==> config.mk <==
export PLATFORM = sky130hd
export DESIGN_NAME = pc_controller_flat
export DESIGN_NICKNAME = d
export VERILOG_FILES = /design/src/rtl/pc_ctrl_pkg.sv /design/src/rtl/pc_controller_if.sv /design/src/rtl/hazard_detect.sv /design/src/rtl/pc_controller.sv /design/src/flat_wrapper.sv
export SDC_FILE = /design/constraint.sdc
export NUM_CORES = 1
export LEC_CHECK = 0
export ABC_AREA = 1
export ABC_CLOCK_PERIOD_IN_PS = 1700
export BUFFER_PORTS_ARGS = -buffer_cell sky130_fd_sc_hd__buf_2
export CAP_MARGIN = 40
export CORE_ASPECT_RATIO = 1.5
export CORE_MARGIN = 2
export CORE_UTILIZATION = 49
export CTS_CLUSTER_SIZE = 30
export DETAILED_ROUTE_END_ITERATION = 8
export GPL_TIMING_DRIVEN = 0
export HOLD_SLACK_MARGIN = 0.03
export PLACE_DENSITY_LB_ADDON = 0.05
export SYNTH_ARGS = -nofsm -noshare
export SYNTH_HDL_FRONTEND = slang
export SYNTH_SLANG_ARGS = --single-unit
==> constraint.sdc <==
create_clock -name clk -period 1.7 [get_ports clk]
set_clock_uncertainty 0.1 [all_clocks]
set_input_delay 0.255 -clock clk [delete_from_list [all_inputs] [get_ports clk]]
set_output_delay 0.255 -clock clk [all_outputs]
set_load 0.01 [all_outputs]
==> src/rtl/pc_ctrl_pkg.sv <==
// Shared definitions for the fetch-stage PC sequencing controller:
// state encoding, default widths and the halt instruction encoding.
package pc_ctrl_pkg;

  // Controller state; 2-bit encoding kept stable for legacy users.
  typedef enum logic [1:0] {
    ST_IDLE = 2'd0,
    ST_RUN  = 2'd1,
    ST_WAIT = 2'd2,
    ST_HALT = 2'd3
  } state_e;

  // Default widths for the register index and the performance counters.
  localparam int DEFAULT_REG_ADDR_WIDTH = 5;
  localparam int DEFAULT_CNT_WIDTH      = 32;

  // The ecall word that Decode recognises as halt.
  localparam logic [31:0] HALT_ENCODING = 32'h0000_0073;

endpackage : pc_ctrl_pkg

==> src/rtl/pc_controller_if.sv <==
// Control bundle between the PC sequencing controller (master) and the
// pipeline/fetch datapath it steers (slave).
interface pc_controller_if #(
  parameter int REG_ADDR_WIDTH = pc_ctrl_pkg::DEFAULT_REG_ADDR_WIDTH,
  parameter int CNT_WIDTH      = pc_ctrl_pkg::DEFAULT_CNT_WIDTH
);
  // Pipeline status towards the controller
  logic                      trigger;
  logic                      imem_ready;
  logic [REG_ADDR_WIDTH-1:0] rs1_d;
  logic [REG_ADDR_WIDTH-1:0] rs2_d;
  logic [REG_ADDR_WIDTH-1:0] rd_e;
  logic                      memread_e;
  logic                      pcsrc_e;
  logic                      halt_d;

  // Controller decisions towards the pipeline
  logic                      en_n;
  logic                      pcsrc;
  logic                      pc_rst;
  logic                      stall_f;
  logic                      stall_d;
  logic                      flush_d;
  logic                      flush_e;
  logic                      imem_req;
  logic                      running;
  logic [CNT_WIDTH-1:0]      cycle_cnt;
  logic [CNT_WIDTH-1:0]      stall_cnt;

  modport master (
    input  trigger, imem_ready, rs1_d, rs2_d, rd_e, memread_e, pcsrc_e, halt_d,
    output en_n, pcsrc, pc_rst, stall_f, stall_d, flush_d, flush_e, imem_req,
           running, cycle_cnt, stall_cnt
  );

  modport slave (
    output trigger, imem_ready, rs1_d, rs2_d, rd_e, memread_e, pcsrc_e, halt_d,
    input  en_n, pcsrc, pc_rst, stall_f, stall_d, flush_d, flush_e, imem_req,
           running, cycle_cnt, stall_cnt
  );

endinterface : pc_controller_if

==> src/rtl/hazard_detect.sv <==
// Load-use hazard compare: the instruction in Execute is a load whose
// destination feeds a source of the instruction in Decode. x0 never hazards.
module hazard_detect #(
  parameter int REG_ADDR_WIDTH = pc_ctrl_pkg::DEFAULT_REG_ADDR_WIDTH
) (
  input  logic [REG_ADDR_WIDTH-1:0] rs1_d,
  input  logic [REG_ADDR_WIDTH-1:0] rs2_d,
  input  logic [REG_ADDR_WIDTH-1:0] rd_e,
  input  logic                      memread_e,
  output logic                      lu_stall
);

  // Pure compare; shared with the forwarding unit.
  assign lu_stall = memread_e && (rd_e != '0) && ((rd_e == rs1_d) || (rd_e == rs2_d));

endmodule : hazard_detect

==> src/rtl/pc_controller.sv <==
// Fetch-stage PC sequencing controller: chooses hold / advance / restart /
// redirect each cycle, drives pipeline stall and flush lines, and keeps
// saturating cycle and stall counters.
module pc_controller
  import pc_ctrl_pkg::*;
#(
  parameter int REG_ADDR_WIDTH = DEFAULT_REG_ADDR_WIDTH,
  parameter int CNT_WIDTH      = DEFAULT_CNT_WIDTH
) (
  input  logic            clk,
  input  logic            rst,
  pc_controller_if.master bus
);

  localparam logic [1:0] S_IDLE = 2'(ST_IDLE);
  localparam logic [1:0] S_RUN  = 2'(ST_RUN);
  localparam logic [1:0] S_WAIT = 2'(ST_WAIT);
  localparam logic [1:0] S_HALT = 2'(ST_HALT);

  localparam logic [CNT_WIDTH-1:0] CNT_ONE = {{(CNT_WIDTH-1){1'b0}}, 1'b1};
  localparam logic [CNT_WIDTH-1:0] CNT_MAX = '1;

  logic [1:0]           state_q;
  logic [1:0]           state_d;
  logic                 trig_q;
  logic                 trig_rise;
  logic                 lu_stall;
  logic                 running;
  logic [CNT_WIDTH-1:0] cycle_q;
  logic [CNT_WIDTH-1:0] stall_q;

  logic en_n;
  logic pcsrc;
  logic pc_rst;
  logic stall_f;
  logic stall_d;
  logic flush_d;
  logic flush_e;
  logic imem_req;

  hazard_detect #(
    .REG_ADDR_WIDTH (REG_ADDR_WIDTH)
  ) u_hazard (
    .rs1_d     (bus.rs1_d),
    .rs2_d     (bus.rs2_d),
    .rd_e      (bus.rd_e),
    .memread_e (bus.memread_e),
    .lu_stall  (lu_stall)
  );

  assign trig_rise = bus.trigger && !trig_q;
  assign running   = (state_q == S_RUN) || (state_q == S_WAIT);

  // Next-state and control-line decode, in priority order per state.
  always_comb begin
    // NOTE: every output gets a default before the case so no path leaves
    // a signal unassigned, which would otherwise infer a latch.
    state_d  = state_q;
    en_n     = 1'b1;
    pcsrc    = 1'b0;
    pc_rst   = 1'b1;
    stall_f  = 1'b0;
    stall_d  = 1'b0;
    flush_d  = 1'b1;
    flush_e  = 1'b1;
    imem_req = 1'b0;

    case (state_q)
      S_RUN: begin
        imem_req = 1'b1;
        pc_rst   = 1'b0;
        flush_d  = 1'b0;
        flush_e  = 1'b0;
        en_n     = 1'b0;
        if (bus.pcsrc_e) begin
          // Redirect wins; anything in Decode is wrong-path.
          pcsrc   = 1'b1;
          flush_d = 1'b1;
          flush_e = 1'b1;
        end else if (bus.halt_d) begin
          // Halt flows on down the pipe; stop fetching behind it.
          en_n    = 1'b1;
          flush_d = 1'b1;
          state_d = S_HALT;
        end else if (lu_stall) begin
          en_n    = 1'b1;
          stall_f = 1'b1;
          stall_d = 1'b1;
          flush_e = 1'b1;
        end else if (!bus.imem_ready) begin
          en_n    = 1'b1;
          stall_f = 1'b1;
          stall_d = 1'b1;
          flush_e = 1'b1;
          state_d = S_WAIT;
        end
      end

      S_WAIT: begin
        imem_req = 1'b1;
        pc_rst   = 1'b0;
        flush_d  = 1'b0;
        flush_e  = 1'b0;
        en_n     = 1'b0;
        if (bus.pcsrc_e) begin
          pcsrc   = 1'b1;
          flush_d = 1'b1;
          flush_e = 1'b1;
          state_d = S_RUN;
        end else if (bus.imem_ready) begin
          state_d = S_RUN;
        end else begin
          // F/D is frozen here, so halt_d is not looked at.
          en_n    = 1'b1;
          stall_f = 1'b1;
          stall_d = 1'b1;
          flush_e = 1'b1;
        end
      end

      default: begin
        // IDLE and HALT: a trigger edge loads the reset vector this cycle.
        if (trig_rise) begin
          en_n    = 1'b0;
          state_d = S_RUN;
        end
      end
    endcase
  end

  // State and trigger-edge registers.
  always_ff @(posedge clk or negedge rst) begin
    if (!rst) begin
      state_q <= S_IDLE;
      trig_q  <= 1'b0;
    end else begin
      // NOTE: sequential state uses non-blocking assignments so every
      // register samples pre-edge values regardless of statement order.
      state_q <= state_d;
      trig_q  <= bus.trigger;
    end
  end

  // Saturating performance counters; only reset clears them.
  always_ff @(posedge clk or negedge rst) begin
    if (!rst) begin
      cycle_q <= '0;
      stall_q <= '0;
    end else if (running) begin
      if (cycle_q != CNT_MAX) cycle_q <= cycle_q + CNT_ONE;
      if (stall_f && (stall_q != CNT_MAX)) stall_q <= stall_q + CNT_ONE;
    end
  end

  assign bus.en_n      = en_n;
  assign bus.pcsrc     = pcsrc;
  assign bus.pc_rst    = pc_rst;
  assign bus.stall_f   = stall_f;
  assign bus.stall_d   = stall_d;
  assign bus.flush_d   = flush_d;
  assign bus.flush_e   = flush_e;
  assign bus.imem_req  = imem_req;
  assign bus.running   = running;
  assign bus.cycle_cnt = cycle_q;
  assign bus.stall_cnt = stall_q;

endmodule : pc_controller
==> src/flat_wrapper.sv <==
// flat-port wrapper written by rule: the top's interface ports become plain ports
module pc_controller_flat import pc_ctrl_pkg::*;
#(
  parameter int REG_ADDR_WIDTH = DEFAULT_REG_ADDR_WIDTH,
  parameter int CNT_WIDTH      = DEFAULT_CNT_WIDTH
)
  (clk, rst, bus_trigger, bus_imem_ready, bus_rs1_d, bus_rs2_d, bus_rd_e, bus_memread_e, bus_pcsrc_e, bus_halt_d, bus_en_n, bus_pcsrc, bus_pc_rst, bus_stall_f, bus_stall_d, bus_flush_d, bus_flush_e, bus_imem_req, bus_running, bus_cycle_cnt, bus_stall_cnt);
  pc_controller_if #(.REG_ADDR_WIDTH(REG_ADDR_WIDTH), .CNT_WIDTH(CNT_WIDTH)) bus_i ();
  input  logic clk;
  input  logic rst;
  input wire logic [$bits(bus_i.trigger)-1:0] bus_trigger;
  input wire logic [$bits(bus_i.imem_ready)-1:0] bus_imem_ready;
  input wire logic [$bits(bus_i.rs1_d)-1:0] bus_rs1_d;
  input wire logic [$bits(bus_i.rs2_d)-1:0] bus_rs2_d;
  input wire logic [$bits(bus_i.rd_e)-1:0] bus_rd_e;
  input wire logic [$bits(bus_i.memread_e)-1:0] bus_memread_e;
  input wire logic [$bits(bus_i.pcsrc_e)-1:0] bus_pcsrc_e;
  input wire logic [$bits(bus_i.halt_d)-1:0] bus_halt_d;
  output wire logic [$bits(bus_i.en_n)-1:0] bus_en_n;
  output wire logic [$bits(bus_i.pcsrc)-1:0] bus_pcsrc;
  output wire logic [$bits(bus_i.pc_rst)-1:0] bus_pc_rst;
  output wire logic [$bits(bus_i.stall_f)-1:0] bus_stall_f;
  output wire logic [$bits(bus_i.stall_d)-1:0] bus_stall_d;
  output wire logic [$bits(bus_i.flush_d)-1:0] bus_flush_d;
  output wire logic [$bits(bus_i.flush_e)-1:0] bus_flush_e;
  output wire logic [$bits(bus_i.imem_req)-1:0] bus_imem_req;
  output wire logic [$bits(bus_i.running)-1:0] bus_running;
  output wire logic [$bits(bus_i.cycle_cnt)-1:0] bus_cycle_cnt;
  output wire logic [$bits(bus_i.stall_cnt)-1:0] bus_stall_cnt;
  assign bus_i.trigger = bus_trigger;
  assign bus_i.imem_ready = bus_imem_ready;
  assign bus_i.rs1_d = bus_rs1_d;
  assign bus_i.rs2_d = bus_rs2_d;
  assign bus_i.rd_e = bus_rd_e;
  assign bus_i.memread_e = bus_memread_e;
  assign bus_i.pcsrc_e = bus_pcsrc_e;
  assign bus_i.halt_d = bus_halt_d;
  assign bus_en_n = bus_i.en_n;
  assign bus_pcsrc = bus_i.pcsrc;
  assign bus_pc_rst = bus_i.pc_rst;
  assign bus_stall_f = bus_i.stall_f;
  assign bus_stall_d = bus_i.stall_d;
  assign bus_flush_d = bus_i.flush_d;
  assign bus_flush_e = bus_i.flush_e;
  assign bus_imem_req = bus_i.imem_req;
  assign bus_running = bus_i.running;
  assign bus_cycle_cnt = bus_i.cycle_cnt;
  assign bus_stall_cnt = bus_i.stall_cnt;
  pc_controller #(.REG_ADDR_WIDTH(REG_ADDR_WIDTH), .CNT_WIDTH(CNT_WIDTH)) u_core (.clk(clk), .rst(rst), .bus(bus_i));
endmodule
==> results of run 1 <==
[registers in the layout (all words and copies together), names as in the netlist]
register              flops
u_core.bus.cycle_cnt     32
u_core.bus.stall_cnt     32
u_core.state_q            2
u_core.trig_q             1
[repair_timing]
item	4_1_cts	5_1_grt
resized for setup	107	56
endpoints found under the setup margin	73	75
hold buffers	2	0
cloned	5	1
endpoints found under the hold margin	68	0
pin swaps	40	42
setup buffers	47	20
[worst min-delay path by stage]
stage | from | to | slack [ns] | cells after the start
global route | bus_halt_d | u_core.state_q[0]$_DFFE_PN0P_ | 0.17 | 3
detailed placement | bus_trigger | u_core.trig_q$_DFF_PN0_ | 0.28 | 1
finish | bus_halt_d | u_core.state_q[0]$_DFFE_PN0P_ | 0.14 | 3
CTS | bus_halt_d | u_core.state_q[0]$_DFFE_PN0P_ | 0.15 | 3
global placement | bus_trigger | u_core.trig_q$_DFF_PN0_ | 0.28 | 1
floorplan | rst | u_core.bus.cycle_cnt[0]$_DFFE_PN0P_ | -0.14 | 0
[cell usage in the layout, fill, tap and decap left out, types with 9 or more instances in the layout]
| cell type | instances |
|---|---|
| clkbuf_16 | 11 |
| nor2_1 | 38 |
| nor2_2 | 13 |
| buf_4 | 52 |
| nor2_4 | 9 |
| nor3_2 | 11 |
| inv_1 | 45 |
| buf_2 | 92 |
| nand3_1 | 9 |
| nand2_2 | 19 |
| buf_6 | 26 |
| xnor2_1 | 22 |
| xor2_1 | 37 |
| nor3_1 | 14 |
| nand2_1 | 163 |
| dfrtp_1 | 58 |
| dfrtp_2 | 9 |
| nand4_1 | 47 |
[critical path, cell delays in order, from the launching register on]
cell and delay, ns:
dfrtp_1 0.40, buf_6 0.13, ha_4 0.33, inv_8 0.05, buf_8 0.12, buf_4 0.12
buf_6 0.11
[metrics by stage]
| step | area [sq um] | total power (W) | std cells | setup WS, ns |
|---|---|---|---|---|
| 5_1_grt | 6265 | 0.007835 | 846 | -0.3258 |
| 4_1_cts | 5917 | 0.006795 | 827 | -0.2617 |
| 6_report | 6265 | 0.007481 | 846 | -0.2601 |
| 3_3_place_gp | 4797 | 0.003679 | 757 | -0.3912 |
| 2_1_floorplan | 4193 | 0.003085 | 556 | -0.1383 |
| 3_5_place_dp | 4800 | 0.003727 | 757 | -0.4023 |
[power by group through the flow]
stage / Combinational, W / Sequential (W) / Clock, W
floorplan: 0.00113 / 0.00196 / 0
global placement: 0.00174 / 0.00194 / 0
detailed placement: 0.00178 / 0.00194 / 0
CTS: 0.00277 / 0.00190 / 0.00212
global route: 0.00370 / 0.00194 / 0.00219
finish: 0.00347 / 0.00193 / 0.00209
[synth_stat cells (all sizes together)]
cell type	number	share of area, %
nor3	29	3.8
nand3	19	2.6
inv	54	4.9
clkbuf	3	0.27
nand3b	1	0.18
buf	12	2.0
a31oi	1	0.15
nand2	187	17
o21ai	7	0.85
nor2	60	5.6
xor2	37	7.9
nand4	48	7.4
dfrtp	67	41
a21oi	2	0.24
xnor2	23	4.9
and3	1	0.15
ha	4	1.2
o211ai	1	0.18
[final cells by class]
class / count / area (sq um) / area share [%]
clock buffers: 11 / 252.7 / 4.034
flip-flops and latches: 67 / 1688 / 26.94
repair buffers: 167 / 1155 / 18.43
multi-input cells: 420 / 2571 / 41.04
well taps: 107 / 133.9 / 2.137
plain buffers: 15 / 158.9 / 2.536
inverters: 54 / 220.2 / 3.515
clock inverters: 5 / 85.08 / 1.358
[metal layers]
metal  wire length (um)  global-route usage [%]  share of wire [%]
met3                656                   6.182                5.2
met4                593                   16.55                4.7
met5                  0                       0                  0
met1               4777                   29.99                 38
met2               6592                   48.15                 52
[cell families after synthesis]
family / count (synthesis) / share of synthesized area [%]
buffers and inverters: 69 / 7.164
xor gates and xnor gates: 60 / 12.75
DFF: 67 / 40.68
and+or+nand+nor: 345 / 36.76
adders and majority gates: 4 / 1.214
AOI/OAI and AO/OA: 11 / 1.427
==> impl_metrics.csv, run 1 <==
group,metric,value,unit
synth,synth.distinct_cells,26,
synth,synth_warnings,0,
setup_path,r2r-start,"u_core.bus.cycle_cnt[1]$_DFFE_PN0P_",
die,pin_count,95,
clock_tree,path_clk_slew,0.05,ns
clock_tree,htreeDepth,3,
setup_path,worstRegToRegCells,12,
route,routed_wl,12620,um
place,portBuffers,94,
finish,layout-drive-gt1-share,39.65,%
sta,fin_crit,1.960,ns
route,remaining_drc_errors,0,
sta,holdWs,0.1419,ns
clock_tree,clockBufferDepth,2,
power,ir_drop,0.0009130,V
power,intPower,0.004754,W
route,num_vias,4440,
global_routing,track_usage,27.36,%
sta,fin_tns_setup,-10.43,ns
setup_path,crit_end,"bus_running",
die,dieHeight,116.3,um
finish,n_antenna_cell,0,
die,die_area,0.009176,sq mm
setup_path,critPathLaunchType,"register",
sta,post-route-period-util,115.3,%
sta,setup_slack,-0.2601,ns
clock_tree,clk-insertion-delay-late,0.34,ns
power,clkPwrFrac,27.9,%
finish,fin_nets,760,
sta,drv_slew,0,
sta,slew_headroom,43.33,%
power,pwr-share-comb,46.3,%
global_routing,grt_pass1_wl,19530,um
synth,synth-seq-area-share,40.68,%
finish,area.growth.synth_to_final,52.00,%
setup_path,r2r_slack,-0.22,ns
setup_path,crit_fanout,6,
die,die_x,78.88,um
route,ant_nets,0,
worst_hold_path,hold_path_class,"in2reg",
route,avgViaCountPerCell,5.248,
power,p_seq_share,25.8,%
power,cellPowerDensity,1194,mW/mm^2
global_routing,grt_pass1_vias,4234,
place,dp_hpwl,8073,um
place,gp_congestion,0.8979,
clock_tree,root_buffer,"clkbuf_16",
power,leakagePower,3.275,nW
global_routing,grt_max_degree,68,
power,power.share.switching,36.46,%
setup_path,worstPathRequired,1.34,ns
sta,setup_viol,73,
sta,worst_pin_slew,0.8500,ns
setup_path,critPathKind,"reg2out",
global_routing,antenna_found_initial,0,
run,maxCapViolations,0,
outcome,outcome,"finished, violations left",
die,core_area,0.008310,sq mm
route,dr.pass1.iters,5,
synth,synth_area,0.004121,sq mm
synth,syn_nets,582,
global_routing,grt_remaining_overflow,0,
clock_tree,tritoncts.num_buffers,9,
route,drt_iter0_drc,224,
setup_path,critPathCaptureType,"output pin",
route,routedWlPerCell,14.92,um
sta,rsz0062_at_grt,"yes",
clock_tree,cts_tree,"done",
finish,utilization,75.38,%
clock_tree,cts_sinks,67,
die,rows,41,
sta,max_freq,510.2,MHz
die,start_util,49.59,%
synth,postSynthRegisterBits,67,
finish,nFillCells,648,
power,p_sw,0.002727,W
setup_path,crit_start,"u_core.state_q[1]$_DFFE_PN0P_",
outcome,violations,"negative setup slack",
synth,synthCells,556,
sta,hold_violations,0,
setup_path,cp.arrival,1.61,ns
setup_path,r2r-end,"u_core.bus.cycle_cnt[16]$_DFFE_PN0P_",
synth,syn_area_per_cell,7.413,sq um
No activity file was read; power rests on OpenSTA's default activity.
==> inputs of run 2 (changes only) <==
CORE_UTILIZATION = 40   (was 49)
SETUP_SLACK_MARGIN = 0.1   (was unset)
SYNTH_HIERARCHICAL = 1   (was unset)
==> impl_metrics.csv, run 2 <==
group,metric,value,unit
place,place_ws,-0.4247,ns
synth,syn_nets,803,
clock_tree,clockBufferDepth,2,
clock_tree,tritoncts.num_buffers,9,
setup_path,critPathCaptureType,"output pin",
synth,synth-seq-area-share,35.00,%
sta,post-route-period-util,114.2,%
finish,stdcell_count,1109,
power,intPower,0.005133,W
finish,n_antenna_cell,0,
synth,ys.flop_type,"dfrtp_1",
synth,synth_edf_count,0,
setup_path,cp.arrival,1.59,ns
power,clkPwrFrac,25.6,%
clock_tree,clk-insertion-delay-late,0.33,ns
synth,syn_area_per_cell,6.166,sq um
place,gp_congestion,0.9278,
global_routing,grt_pass1_wl,24470,um
synth,synth_area,0.004791,sq mm
die,pin_count,95,
synth,synthTopCellsByCount,"392 x nand2_1, 105 x nor2_1, 72 x inv_1",
setup_path,critPathKind,"reg2out",
route,ant_nets,0,
clock_tree,root_buffer,"clkbuf_16",
sta,max_freq,515.1,MHz
die,start_util,40.49,%
sta,worst_pin_slew,0.3605,ns
power,cellPowerDensity,1159,mW/mm^2
finish,final_cell_mix,"378 x nand2_1, 89 x buf_2, 86 x nor2_1, 66 x inv_1, 57 x buf_4",
route,avgViaCountPerCell,4.774,
clock_tree,path_clk_slew,0.06,ns
synth,netlist.area_leader.share,35.00,%
sta,slew_headroom,75.88,%
global_routing,grt_pass1_vias,4975,
die,die_x,93.36,um
finish,fin_nets,977,
route,num_vias,5294,
finish,register_area,0.001715,sq mm
route,routed_wl,15920,um
sta,drv_slew,0,
route,routedWlPerCell,14.36,um
finish,design_area,0.006829,sq mm
synth,synth_most_common_cell,"nand2_1",
synth,yosys.area.top_type,"dfrtp_1",
die,core_area,0.01183,sq mm
route,remaining_drc_errors,0,
synth,postSynthRegisterBits,67,
route,dr.pass1.iters,5,
sta,rsz0062_at_grt,"yes",
global_routing,track_usage,24.33,%
sta,fin_tns_setup,-6.172,ns
run,maxCapViolations,0,
clock_tree,cts_tree,"done",
die,rows,49,
power,p_sw,0.002780,W
power,ir_drop,0.0006834,V
global_routing,antenna_found_initial,0,
place,portBuffers,94,
route,drt_iter0_drc,197,
sta,fin_crit,1.941,ns
place,dp_cells,1025,
sta,setup_viol,62,
power,pwr-share-comb,50.5,%
die,die_area,0.01289,sq mm
clock_tree,htreeDepth,3,
global_routing,grt_remaining_overflow,0,
finish,area.growth.synth_to_final,42.54,%
place,dp_hpwl,11210,um
outcome,violations,"negative setup slack",
setup_path,critPathLaunchType,"register",
worst_hold_path,hold_path_class,"in2reg",
synth,synth.distinct_cells,28,
global_routing,grt_max_degree,51,
sta,hold_violations,0,
place,place_area,0.005564,sq mm
finish,nFillCells,1136,
finish,layout-drive-gt1-share,30.65,%
power,leakagePower,3.470,nW
synth,synthCells,777,
die,dieHeight,138.0,um
finish,multi_input_area,0.002934,sq mm
synth,synth-async-reset-ratio,100.0,%
setup_path,worstPathRequired,1.34,ns
synth,ys_top_cells_by_area,"dfrtp_1 35%, nand2_1 31%, nor2_1 8.2%",
synth,synth_warnings,6,
finish,final_common_cell,"nand2_1",
outcome,outcome,"finished, violations left",
setup_path,crit_fanout,6,
clock_tree,cts_sinks,67,
power,power.share.switching,35.13,%
sta,setup_slack,-0.2412,ns
power,p_seq_share,24.0,%
## run 2: cell count changes after synthesis, moves of 23 or more
cell / change
nand4_1: -39
nand3_1: +24
nand2_1: +205
nor2_1: +46
xor2_1: -23
nor3_1: -26
## run 2: cells by family after synthesis
family	share of synthesized area, %
DFF	35.00
buffers and inverters	8.410
adders and majority gates	1.045
xor gates and xnor gates	5.302
AOI/OAI and AO/OA	2.586
and+or+nand+nor	47.66
## run 2: repair_timing
| item | 4_1_cts | 5_1_grt |
|---|---|---|
| pin swaps | 11 | 14 |
| hold buffers | 2 | 0 |
| hold endpoints to repair | 21 | 0 |
| setup buffers | 43 | 20 |
| gates resized for setup | 55 | 52 |
| cloned | 3 | 1 |
| endpoints found under the setup margin | 69 | 75 |
## run 2: layer usage
layer | share of wire [%] | global-route usage [%] | vias to the layer above
li1 | - | - | 2704
met1 | 36 | 25.32 | 2402
met2 | 56 | 46.04 | 149
met3 | 3.8 | 3.869 | 39
met4 | 3.8 | 11.53 | 0
met5 | 0 | 0 | -
## run 2: path summary, 6_finish.rpt
kind	from	endpoint	slack, ns	cells past startpoint
worst max-delay path	u_core/state_q[1]$_DFFE_PN0P_	bus_flush_d	-0.24	6
worst min-delay path	bus_halt_d	u_core/state_q[0]$_DFFE_PN0P_	0.14	3
worst max register to register	u_core/state_q[1]$_DFFE_PN0P_	u_core/bus.stall_cnt[0]$_DFFE_PN0P_	-0.22	11
worst min register to register	u_core/bus.cycle_cnt[12]$_DFFE_PN0P_	u_core/bus.cycle_cnt[12]$_DFFE_PN0P_	0.43	2
max in group asynchronous	rst	u_core/bus.cycle_cnt[20]$_DFFE_PN0P_	0.68	3
min in group asynchronous	rst	u_core/bus.stall_cnt[31]$_DFFE_PN0P_	0.25	2
## run 2: layout make-up
cell class,instances,share of cell area [%]
Inverter,78,4.764
Multi-Input combinational cell,619,42.96
Buffer,13,2.528
Clock inverter,6,1.301
Sequential cell,67,25.12
Tap cell,153,2.803
Timing Repair Buffer,163,17.17
Clock buffer,10,3.353
## run 2: metrics by stage
step	hold slack, ns	util [%]	power [W]
2_1_floorplan	-0.1406	-	0.003408
3_3_place_gp	0.2769	46.77	0.004082
3_5_place_dp	0.05755	47.02	0.004127
4_1_cts	0.1300	55.10	0.007570
5_1_grt	0.1503	57.71	0.008329
6_report	0.1411	57.71	0.007913
## run 2: power groups by stage
stage	Clock (W)	Combinational (W)	Sequential [W]
final	0.00202	0.00399	0.00190
after global routing	0.00215	0.00426	0.00192
after CTS	0.00208	0.00361	0.00188
after detailed placement	0	0.00219	0.00193
after global placement	0	0.00215	0.00193
after floorplan	0	0.00146	0.00194
## run 2: critical path, cell delays in order, from the launching register on
cell and delay, ns:
dfrtp_1 0.40, buf_6 0.13, ha_4 0.32, inv_4 0.05
buf_8 0.12, o211ai_1 0.08, buf_2 0.16
==> inputs of run 3 (changes only) <==
SKIP_CTS_REPAIR_TIMING = 1   (was unset)
==> impl_metrics.csv, run 3 (same netlist as run 2, synthesis figures left out) <==
group,metric,value,unit
route,ant_nets,0,
sta,setup_slack,-0.3160,ns
setup_path,critPathMaxStageDelay,0.40,ns
clock_tree,clk-insertion-delay-late,0.33,ns
sta,fin_tns_setup,-11.15,ns
global_routing,antenna_found_initial,0,
power,leakagePower,3.385,nW
power,pwr-share-comb,49.6,%
global_routing,grt_pass1_vias,4641,
finish,layout-drive-gt1-share,31.25,%
sta,worst_pin_slew,0.3816,ns
finish,utilization,56.76,%
route,routed_wl,15550,um
power,ir_drop,0.0007726,V
clock_tree,cts_sinks,67,
global_routing,grt_pass1_wl,23010,um
place,dp_hpwl,11210,um
setup_path,worstPathRequired,1.34,ns
outcome,violations,"negative setup slack",
power,p_sw,0.002918,W
die,dieHeight,138.0,um
sta,drv_slew,0,
global_routing,track_usage,22.70,%
setup_path,critPathCaptureType,"output pin",
power,intPower,0.004960,W
clock_tree,cts_tree,"done",
power,clkPwrFrac,25.8,%
power,power.share.switching,37.04,%
outcome,outcome,"finished, violations left",
clock_tree,clockBufferDepth,2,
setup_path,critPathKind,"reg2out",
die,rows,49,
sta,fin_crit,2.016,ns
clock_tree,path_clk_slew,0.06,ns
die,die_x,93.36,um
setup_path,critPathLaunchType,"register",
route,remaining_drc_errors,0,
sta,setup_viol,66,
run,maxCapViolations,0,
global_routing,grt_max_degree,51,
sta,holdWs,0.1553,ns
setup_path,crit_fanout,4,
route,num_vias,5210,
finish,n_antenna_cell,0,
route,routedWlPerCell,14.38,um
die,core_area,0.01183,sq mm
setup_path,cpMaxStageDelayCell,"dfrtp_1",
sta,rsz0062_at_grt,"yes",
sta,slew_headroom,74.47,%
place,portBuffers,94,
finish,nFillCells,1160,
die,pin_count,95,
finish,final_cell_mix,"350 x nand2_1, 92 x buf_2, 90 x nor2_1, 65 x inv_1",
setup_path,cp.arrival,1.66,ns
global_routing,grt_remaining_overflow,0,
die,die_area,0.01289,sq mm
clock_tree,htreeDepth,3,
power,cellPowerDensity,1173,mW/mm^2
finish,area.growth.synth_to_final,40.19,%
clock_tree,tritoncts.num_buffers,9,
setup_path,path_cells,"buf_6, ha_4, inv_4, nor2_4, nand3_2, a21oi_4, buf_6, buf_6",
place,place_ws,-0.4247,ns
sta,max_freq,496.0,MHz
power,p_seq_share,24.5,%
clock_tree,root_buffer,"clkbuf_16",
worst_hold_path,hold_path_class,"in2reg",
route,dr.pass1.iters,7,
route,avgViaCountPerCell,4.820,
place,gp_congestion,0.9278,
finish,fin_nets,949,
finish,final_common_cell,"nand2_1",
route,drt_iter0_drc,231,
sta,hold_violations,0,
die,start_util,40.49,%
sta,post-route-period-util,118.6,%
setup_path,cpMostUsedCell,"buf_6",
-- run 3: changes by cell type in the layout (fill, tap and decap cells not counted), moves of 2 or more --
cell,before,now
nand2_1,378,350
nand2_2,15,34
buf_8,8,6
nand2_4,5,15
buf_2,89,92
nor2_1,86,90
nor2_2,18,14
buf_16,3,1
clkbuf_16,10,13
buf_4,57,28
-- run 3: cell type report --
type	count	area [sq um]	area share (%)
inverters	78	335.3	4.993
multi-input cells	619	3050	45.42
repair buffers	134	909.6	13.54
repair inverters	1	6.256	0.09314
flip-flops and latches	67	1714	25.52
clock inverters	6	88.84	1.323
well taps	153	191.4	2.850
clock buffers	10	229.0	3.409
plain buffers	13	191.4	2.850
-- run 3: per-stage QoR --
| stage | power [W] | instance area [sq um] | instances |
|---|---|---|---|
| finish | 0.007877 | 6716 | 1081 |
| global route | 0.008275 | 6716 | 1081 |
| CTS | 0.006188 | 5882 | 1041 |
| detailed placement | 0.004127 | 5564 | 1025 |
| global placement | 0.004082 | 5534 | 1024 |
| floorplan | 0.003408 | 4872 | 777 |
-- run 3: worst paths after layout --
kind	startpoint	endpoint	slack, ns	cells after the start
min reg2reg	u_core/bus.cycle_cnt[24]$_DFFE_PN0P_	u_core/bus.cycle_cnt[24]$_DFFE_PN0P_	0.40	1
max in group asynchronous	rst	u_core/bus.cycle_cnt[24]$_DFFE_PN0P_	0.69	3
min in group asynchronous	rst	u_core/bus.stall_cnt[31]$_DFFE_PN0P_	0.24	2
max reg2reg	u_core/state_q[0]$_DFFE_PN0P_	u_core/bus.stall_cnt[23]$_DFFE_PN0P_	-0.29	13
min	bus_halt_d	u_core/state_q[0]$_DFFE_PN0P_	0.16	3
max	u_core/state_q[0]$_DFFE_PN0P_	bus_stall_f	-0.32	8
-- run 3: power by group through the flow --
stage          logic [W]  registers (W)  clock network, W
3_5_place_dp     0.00219        0.00193                 0
2_1_floorplan    0.00146        0.00194                 0
4_1_cts          0.00220        0.00191           0.00208
5_1_grt          0.00417        0.00195           0.00215
6_report         0.00391        0.00193           0.00203
3_3_place_gp     0.00215        0.00193                 0
-- run 3: critical path: cells and delay by family (launching register included) --
family	cells	cell delay, ns
AO/OA/AOI/OAI	1	0.20
adder cells (fa/ha/maj)	1	0.15
buffers and inverters	4	0.37
flip-flops	1	0.40
AND/OR/NAND/NOR	2	0.20
-- run 3: metal layers --
layer / global-route usage [%] / share of wire [%] / vias up
met5: 0 / 0 / -
met4: 9.365 / 3.5 / 0
met3: 3.651 / 3.2 / 35
met2: 42.11 / 56 / 122
met1: 25.00 / 38 / 2396
li1: - / - / 2657
